[src/rtl/pwm_multi_pkg.sv]
// Shared register map and helpers for the multi-channel PWM peripheral.
package pwm_multi_pkg;

   localparam int unsigned REG_CTRL   = 0;
   localparam int unsigned REG_STATUS = 1;
   localparam int unsigned REG_IRQ_EN = 2;
   localparam int unsigned REG_INFO   = 3;
   localparam int unsigned CH_BASE    = 4;

   localparam logic [15:0] INFO_LO = 16'h0000;

   // Word index of PERIOD_i (is_duty=0) or DUTY_i (is_duty=1).
   function automatic int unsigned ch_reg_idx(input int unsigned i, input logic is_duty);
      return CH_BASE + 2 * i + 32'(is_duty);
   endfunction

   function automatic logic [31:0] info_word(input int unsigned w, input int unsigned ch);
      return {w[7:0], ch[7:0], INFO_LO};
   endfunction

endpackage

[src/rtl/pwm_channel.sv]
// One PWM channel: wrapping counter, shadow period/duty applied at wrap,
// registered compare output and carry-out.
module pwm_channel #(
   parameter int unsigned W = 32
) (
   input  logic         clk,
   input  logic         rst_n,
   input  logic         en,
   input  logic         inv,
   input  logic [W-1:0] per_prog,
   input  logic [W-1:0] duty_prog,
   output logic         pwm,
   output logic         co,
   output logic         co_nxt
);

   logic [W-1:0] cnt_q, cnt_d;
   logic [W-1:0] per_a_q, per_a_d;
   logic [W-1:0] duty_a_q, duty_a_d;
   logic         pwm_q, pwm_d;
   logic         co_q, co_d;
   logic         last;

   always_comb begin
      // NOTE: every comb output gets a default first, so no path can infer a latch.
      cnt_d    = cnt_q;
      per_a_d  = per_a_q;
      duty_a_d = duty_a_q;
      pwm_d    = inv;
      co_d     = 1'b0;
      last     = (per_a_q != '0) && (cnt_q == per_a_q - W'(1));

      if (!en || per_a_q == '0) begin
         // Parked: shadows keep tracking the programmed values, so enabling
         // (or leaving a zero period) starts from the current settings.
         cnt_d    = '0;
         per_a_d  = per_prog;
         duty_a_d = duty_prog;
      end else begin
         pwm_d = (cnt_q < duty_a_q) ^ inv;
         co_d  = last;
         if (last) begin
            cnt_d    = '0;
            per_a_d  = per_prog;
            duty_a_d = duty_prog;
         end else begin
            cnt_d = cnt_q + W'(1);
         end
      end
   end

   always_ff @(posedge clk or negedge rst_n) begin
      if (!rst_n) begin
         cnt_q    <= '0;
         per_a_q  <= '0;
         duty_a_q <= '0;
         pwm_q    <= 1'b0;
         co_q     <= 1'b0;
      end else begin
         // NOTE: non-blocking updates so all flops sample pre-edge values together.
         cnt_q    <= cnt_d;
         per_a_q  <= per_a_d;
         duty_a_q <= duty_a_d;
         pwm_q    <= pwm_d;
         co_q     <= co_d;
      end
   end

   assign pwm    = pwm_q;
   assign co     = co_q;
   assign co_nxt = co_d;

endmodule

[src/rtl/pwm_multi_periph.sv]
// Multi-channel PWM peripheral on the PicoMem slave bus: register file,
// registered read mux, sticky carry-out status and maskable interrupt.
module pwm_multi_periph
   import pwm_multi_pkg::*;
#(
   parameter int unsigned CH     = 4,
   parameter int unsigned W      = 32,
   parameter int unsigned ADDR_W = 8
) (
   input  logic              clk,
   input  logic              rst_n,
   input  logic [ADDR_W-1:0] addr,
   input  logic              write,
   input  logic [31:0]       wrdata,
   output logic [31:0]       rddata,
   output logic [CH-1:0]     pwm,
   output logic [CH-1:0]     co,
   output logic              irq
);

   logic [31:0]     widx;
   logic [2*CH-1:0] ctrl_q, ctrl_d;
   logic [CH-1:0]   status_q, status_d;
   logic [CH-1:0]   irq_en_q, irq_en_d;
   logic [W-1:0]    per_q [CH];
   logic [W-1:0]    per_d [CH];
   logic [W-1:0]    duty_q [CH];
   logic [W-1:0]    duty_d [CH];
   logic [31:0]     rddata_q, rddata_d;
   logic [CH-1:0]   w1c;
   logic [CH-1:0]   co_set;
   logic            unused_bits;

   assign widx        = 32'(addr[ADDR_W-1:2]);
   assign unused_bits = ^{addr[1:0], wrdata};

   always_comb begin
      ctrl_d   = ctrl_q;
      irq_en_d = irq_en_q;
      per_d    = per_q;
      duty_d   = duty_q;
      w1c      = '0;
      if (write) begin
         if (widx == REG_CTRL)   ctrl_d   = wrdata[2*CH-1:0];
         if (widx == REG_STATUS) w1c      = wrdata[CH-1:0];
         if (widx == REG_IRQ_EN) irq_en_d = wrdata[CH-1:0];
         for (int unsigned i = 0; i < CH; i++) begin
            if (widx == ch_reg_idx(i, 1'b0)) per_d[i]  = wrdata[W-1:0];
            if (widx == ch_reg_idx(i, 1'b1)) duty_d[i] = wrdata[W-1:0];
         end
      end
      // A new carry-out on the same edge as a clear keeps the flag set.
      status_d = (status_q & ~w1c) | co_set;
   end

   always_comb begin
      rddata_d = '0;
      if (widx == REG_CTRL)   rddata_d = 32'(ctrl_q);
      if (widx == REG_STATUS) rddata_d = 32'(status_q);
      if (widx == REG_IRQ_EN) rddata_d = 32'(irq_en_q);
      if (widx == REG_INFO)   rddata_d = info_word(W, CH);
      for (int unsigned i = 0; i < CH; i++) begin
         if (widx == ch_reg_idx(i, 1'b0)) rddata_d = 32'(per_q[i]);
         if (widx == ch_reg_idx(i, 1'b1)) rddata_d = 32'(duty_q[i]);
      end
   end

   always_ff @(posedge clk or negedge rst_n) begin
      if (!rst_n) begin
         // NOTE: the register file is a handful of flops, not a RAM, so every entry is reset.
         ctrl_q   <= '0;
         status_q <= '0;
         irq_en_q <= '0;
         per_q    <= '{default: '0};
         duty_q   <= '{default: '0};
         rddata_q <= '0;
      end else begin
         ctrl_q   <= ctrl_d;
         status_q <= status_d;
         irq_en_q <= irq_en_d;
         per_q    <= per_d;
         duty_q   <= duty_d;
         rddata_q <= rddata_d;
      end
   end

   for (genvar g = 0; g < CH; g++) begin : g_ch
      pwm_channel #(.W(W)) u_ch (
         .clk       (clk),
         .rst_n     (rst_n),
         .en        (ctrl_q[g]),
         .inv       (ctrl_q[CH+g]),
         .per_prog  (per_q[g]),
         .duty_prog (duty_q[g]),
         .pwm       (pwm[g]),
         .co        (co[g]),
         .co_nxt    (co_set[g])
      );
   end

   assign rddata = rddata_q;
   assign irq    = |(status_q & irq_en_q);

endmodule

[config.mk]
export PLATFORM = sky130hd
export DESIGN_NAME = pwm_multi_periph
export DESIGN_NICKNAME = d
export VERILOG_FILES = /design/src/rtl/pwm_multi_pkg.sv /design/src/rtl/pwm_channel.sv /design/src/rtl/pwm_multi_periph.sv
export SDC_FILE = /design/constraint.sdc
export NUM_CORES = 1
export LEC_CHECK = 0
export BUFFER_PORTS_ARGS = -buffer_cell sky130_fd_sc_hd__buf_2
export CELL_PAD_IN_SITES_DETAIL_PLACEMENT = 1
export CELL_PAD_IN_SITES_GLOBAL_PLACEMENT = 1
export CORE_ASPECT_RATIO = 0.5
export CORE_MARGIN = 2
export CORE_UTILIZATION = 47
export CTS_CLUSTER_DIAMETER = 100
export CTS_CLUSTER_SIZE = 20
export DETAILED_ROUTE_END_ITERATION = 8
export PLACE_DENSITY_LB_ADDON = 0.1
export SYNTH_ARGS = -nofsm -noshare
export SYNTH_HDL_FRONTEND = slang
export SYNTH_SLANG_ARGS = --single-unit
[constraint.sdc]
create_clock -name clk -period 3.2 [get_ports clk]
set_input_delay 0.16 -clock clk [delete_from_list [all_inputs] [get_ports clk]]
set_output_delay 0.16 -clock clk [all_outputs]
set_load 0.01 [all_outputs]
Yosys cells after proc, flatten, opt, wreduce, memory -nomap -nowiden --
Cells that the tools add are included.
Cells by class: reductions and logical operators 36, multiplexer cells 46, div/mod/pow operators 0, add/subtract/negate cells 8, bitwise logic cells 8, shift-type cells 0, equal/unequal tests 15, multiply operators 0, magnitude comparators 4
Operators by type and width (count):
- $mux W32 | 35
- $logic_not A32 Y1 | 5
- $add A32 B1 Y32 const B | 4
- $eq A32 B32 Y1 | 4
- $lt A32 B32 Y1 | 4
- $reduce_bool A32 Y1 | 4
- $sub A32 B1 Y32 const B | 4
- $eq A6 B3 Y1 const B | 4
- $eq A6 B4 Y1 const B | 4
- $reduce_and A2 Y1 | 10
- $eq A6 B2 Y1 const B | 2
- $and A4 B4 Y4 | 2
- $mux W1 | 8
- $mux W4 | 2
- $mux W8 | 1
- $reduce_bool A2 Y1 | 4
- $eq A6 B1 Y1 const B | 1
- $logic_and A1 B1 Y1 | 4
- $logic_not A1 Y1 | 4
- $logic_or A1 B1 Y1 | 4
- $not A4 Y4 | 1
- $or A4 B4 Y4 | 1
- $reduce_or A4 Y1 | 1
- $xor A1 B1 Y1 | 4
Word-level totals: output and inout bits 41, input port bits 43, bits in latches 0, RAM bits 0, bits in registers 696, bits in read-only memories 0, memories kept 0

Logic depth before layout (Yosys ltp) --
depth in word-level cells 13, depth in mapped cells 15, depth with buffers taken out 11

By module --
A second synthesis with hierarchy kept.
Unflattened totals: cells, all modules 3382, area, all modules 38520.7 um2
By module, submodules not included:
- pwm_channel at g_ch[1].u_ch ... | area each 6258.5 um2, seq. area each 2452.4 um2, times used 3, cells an instance 601
- pwm_multi_periph | area each 13362.8 um2, seq. area each 7607.3 um2, times used 1, cells an instance 963
- pwm_channel at g_ch[0].u_ch | area each 6382.4 um2, seq. area each 2452.4 um2, times used 1, cells an instance 616

Worst setup path before layout --
Ideal clock, no wire load.
path type register to register, start register g_ch[1].u_ch.per_a_q[0], end register g_ch[1].u_ch.duty_a_q[0], clock period less this slack 3.564 ns, required time 3.075 ns, library setup time 0.125 ns, buffers on the path 4, stages on the path, launching flop included 16, arrival time 3.439 ns, setup slack -0.364 ns, path through dfrtp_1 > inv_1 > ha_1 > or3b_2 > clkbuf_1 > or4_1 > o311a_1 > a41o_1 > a41oi_1 > nor3_1 > and4_1 > buf_4 > nor2_1 > buf_6 > buf_6 > mux2_4
Between the ends: word-level cells in the longest chain between the ends 4
RTL lines:
- start, declared | line pwm_channel.sv:18 | logic [W-1:0] per_a_q, per_a_d;
- start signal, assigned | line pwm_channel.sv:62 | per_a_q <= per_a_d;
- $sub A32 B1 Y32 | line pwm_channel.sv:31 | last = (per_a_q != '0) && (cnt_q == per_a_q - W'(1));
- $eq A32 B32 Y1 | line pwm_channel.sv:31
- $logic_and A1 B1 Y1 | line pwm_channel.sv:31
- $reduce_bool A2 Y1 (no line)
- end signal, assigned | line pwm_channel.sv:63 | duty_a_q <= duty_a_d;
- end, declared | line pwm_channel.sv:19 | logic [W-1:0] duty_a_q, duty_a_d;
Several ways; a longest one is shown, not always the timed one. A chain may end at the register's enable or synchronous reset.

Worst setup path after layout --
start register g_ch[3].u_ch.per_a_q[7], end register g_ch[3].u_ch.duty_a_q[26]
Between the ends: word-level cells in the longest chain between the ends 4
RTL lines (line):
- start, declared | pwm_channel.sv:18
- start signal, assigned | pwm_channel.sv:62
- $sub A32 B1 Y32 | pwm_channel.sv:31
- $eq A32 B32 Y1 | pwm_channel.sv:31
- $logic_and A1 B1 Y1 | pwm_channel.sv:31
- $reduce_bool A2 Y1 (no line)
- end signal, assigned | pwm_channel.sv:63
- end, declared | pwm_channel.sv:19
Several ways; a longest one is shown, not always the timed one.

==> results_dict.tcl <==
set metrics [dict create \
    status "complete, but fails checks" \
    violations "setup timing" \
    portBuffers 81 \
    fill_cells 8058 \
    avgSynthCellArea_um2 11.4 \
    vias_per_cell 5.98 \
    clk_pin_slew_worst_paths_ps 90 \
    r2r_slack_ps -450 \
    numCtsBuffers 40 \
    ant_nets 0 \
    cp.arrival_ps 4160 \
    die_h_um 202 \
    wl_per_cell_um 27.7 \
    end_kind "register" \
    drv_slew 0 \
    root_buffer "clkbuf_16" \
    holdWs_ps 49.0 \
    instances_no_fill 4692 \
    globalRouteOverflowTotal 0 \
    layout_common_cells "dfrtp_1 (696), mux2_2 (342), buf_4 (338)" \
    wl_um 130000 \
    timing.fmax_ghz 0.274 \
    synthesis.area_um2 36900 \
    cap_violations 0 \
    cts_num_sinks 696 \
    grt_max_degree 126 \
    cts_htree_levels 2 \
    num_vias 28000 \
    synth_area_leader_cell "dfrtp_1" \
    clk-insertion-delay-late_ps 630 \
    cp_max_fo 6 \
    gr-usage-all-layers_pct 31.1 \
    crit_chain "or4_4 -> buf_12 -> nor4_4 -> buf_6 -> buf_12 -> nand4b_1 -> xnor2_2 -> nor3_2 -> and4b_1 -> and4bb_2 -> a21oi_4 -> buf_6 -> buf_8 -> clkbuf_16 -> mux2_4" \
    power.leakage_nw 21.1 \
    setup_viol 388 \
    cp_slowest_stage_delay_ps 580 \
    dpl.hpwl_um 94100 \
    worst_pin_slew_ps 786 \
    area_growth_syn_to_layout_pct 21.2 \
    fin_skew_ps 20.9 \
    rsz0062_at_grt "true" \
    yosysWarnings 0 \
    ios 84 \
    async_flop_share_pct 100 \
    yosysTopAreaCellShare_pct 47.2 \
    ys_seq_elements 696 \
    hold_class "in2reg" \
    fin_util_pct 57.7 \
    hold_viol 0 \
    worstSetupPathType "reg2reg" \
    regToRegStartpoint "g_ch[3].u_ch.per_a_q[7]$_DFFE_PN0P_" \
    first_pass_iters 6 \
    grt_pass1_wl_um 189000 \
    critPathRequiredTime_ps 3710 \
    die_w_um 400 \
    placedCellCount 4566 \
    period_share_pct 114 \
    power_density_nw_per_um2 556 \
    gp_congestion 0.947 \
    drive_above_1_share_pct 34.3 \
    cts_tree "yes" \
    cts_buffer_depth 3 \
    layout_commonest_cell "dfrtp_1" \
    rows 72 \
    grt_pass1_vias 28800 \
    post-route-min-period_ps 3650 \
    dpl_worst_slack_ps -484 \
    synth_cell_types 87 \
    peakVddDrop_v 0.000364 \
    drtIter0Drc 2174 \
    fp.dieArea_um2 80900 \
    setup_tns_ps -113810 \
    slowest_stage "or4_4" \
    antenna_found_initial 13 \
    slew_headroom_pct 47.6 \
    synth_edf_count 0 \
    ys.flop_type "dfrtp_1" \
    syn-instance-count 3245 \
    nets 3831 \
    start_util_pct 47.6 \
    fin_ws_ps -452 \
    core_region_area_um2 77500 \
    startpoint "g_ch[3].u_ch.per_a_q[7]$_DFFE_PN0P_" \
    ys_seq_area_share_pct 47.2 \
    min-delay-start "wrdata[3]" \
    drt_drc_violations_left 0 \
    ys_top_cells_by_area "dfrtp_1 (47%), mux2_2 (12%), ha_1 (4.6%), xor2_1 (3.3%), xnor2_1 (3.3%)" \
    syn_nets 3424 \
    cp-start-kind "register" \
]
-- final cells by class --
cell class | instances | area [um^2] | share of cell area (%)
diodes | 4 | 10.0 | 0.0224
clock buffers | 41 | 1030 | 2.29
clock inverters | 1 | 30.0 | 0.0671
inverters | 170 | 641 | 1.43
multi-input cells | 2231 | 19600 | 43.9
flip-flops and latches | 696 | 17400 | 38.9
well taps | 1036 | 1300 | 2.90
repair buffers | 513 | 4690 | 10.5
-- critical path, delay by kind of cell (launching register included) --
family / cells / cell delay, ps
XOR/XNOR: 1 / 200
buffers and inverters: 6 / 890
flip-flops: 1 / 390
AND/OR/NAND/NOR: 6 / 1690
AO/OA/AOI/OAI: 1 / 70
multiplexers: 1 / 300
-- report_power, final --
group | internal [mW] | switching [mW] | total (mW)
clock network | 2.37 | 3.07 | 5.45
logic | 4.22 | 4.32 | 8.54
registers | 9.83 | 1.07 | 10.9
total | 16.4 | 8.47 | 24.9
-- sequential cells by signal, summed over array words and instances, names as in the netlist --
register            cells
ctrl_q                  8
duty_q                128
g_ch.u_ch.cnt_q       128
g_ch.u_ch.co            4
g_ch.u_ch.duty_a_q    128
g_ch.u_ch.per_a_q     128
g_ch.u_ch.pwm           4
irq_en_q                4
per_q                 128
rddata                 32
status_q                4
-- synthesized netlist by cell type, types with 53 or more instances --
master / count
a21oi_1: 66
clkbuf_1: 89
dfrtp_1: 696
ha_1: 136
inv_1: 170
mux2_1: 53
mux2_2: 397
nand2_1: 149
nand3_1: 94
nand4_1: 54
nor2_1: 195
nor3_1: 133
o21ai_0: 73
xnor2_1: 139
xor2_1: 141
-- through the flow --
stage / total power [mW] / instance area (um^2)
after global routing: 26.0 / 44700
after global placement: 18.1 / 41100
after detailed placement: 18.3 / 41100
after floorplan: 14.9 / 37300
after CTS: 24.4 / 43400
final: 24.9 / 44700
-- per-layer routing --
layer	wire length, um	track usage [%]	vias up
li1	-	-	12500
met1	59900	45.8	14800
met2	57700	47.4	672
met3	9220	6.43	151
met4	2840	6.43	6
met5	241	1.93	-
-- cells by family (layout without fill, tap and decap cells) --
kind of cell    after synthesis  after routing  share of synthesized area (%)
mux                         549            549                           17.8
other cells                   0              4                              0
xor+xnor                    281            281                           6.71
fa+ha+maj                   136            136                           4.61
compound gates              377            377                           7.23
flops                       696            696                           47.2
simple gates                886            888                           12.6
buf+inv                     320            725                           3.87
-- worst paths after layout --
path / to / cells after the start
worst max-delay path: g_ch[3].u_ch.duty_a_q[26]$_DFFE_PN0P_ / 15
max in group asynchronous: per_q[21]$_DFFE_PN0P_ / 3
worst min register to register: duty_q[65]$_DFFE_PN0P_ / 2
min in group asynchronous: g_ch[1].u_ch.cnt_q[14]$_DFF_PN0_ / 2
worst max register to register: g_ch[3].u_ch.duty_a_q[26]$_DFFE_PN0P_ / 15
worst min-delay path: status_q[3]$_DFF_PN0_ / 4
-- repair_timing --
action / CTS / global route
gates cloned: 11 / 21
pin swaps: 16 / 89
hold buffers: 5 / 0
hold endpoints to repair: 66 / 0
setup buffers: 34 / 23
endpoints found under the setup margin: 390 / 392
gates resized for setup: 135 / 207
Power figures use the tool's default switching activity.
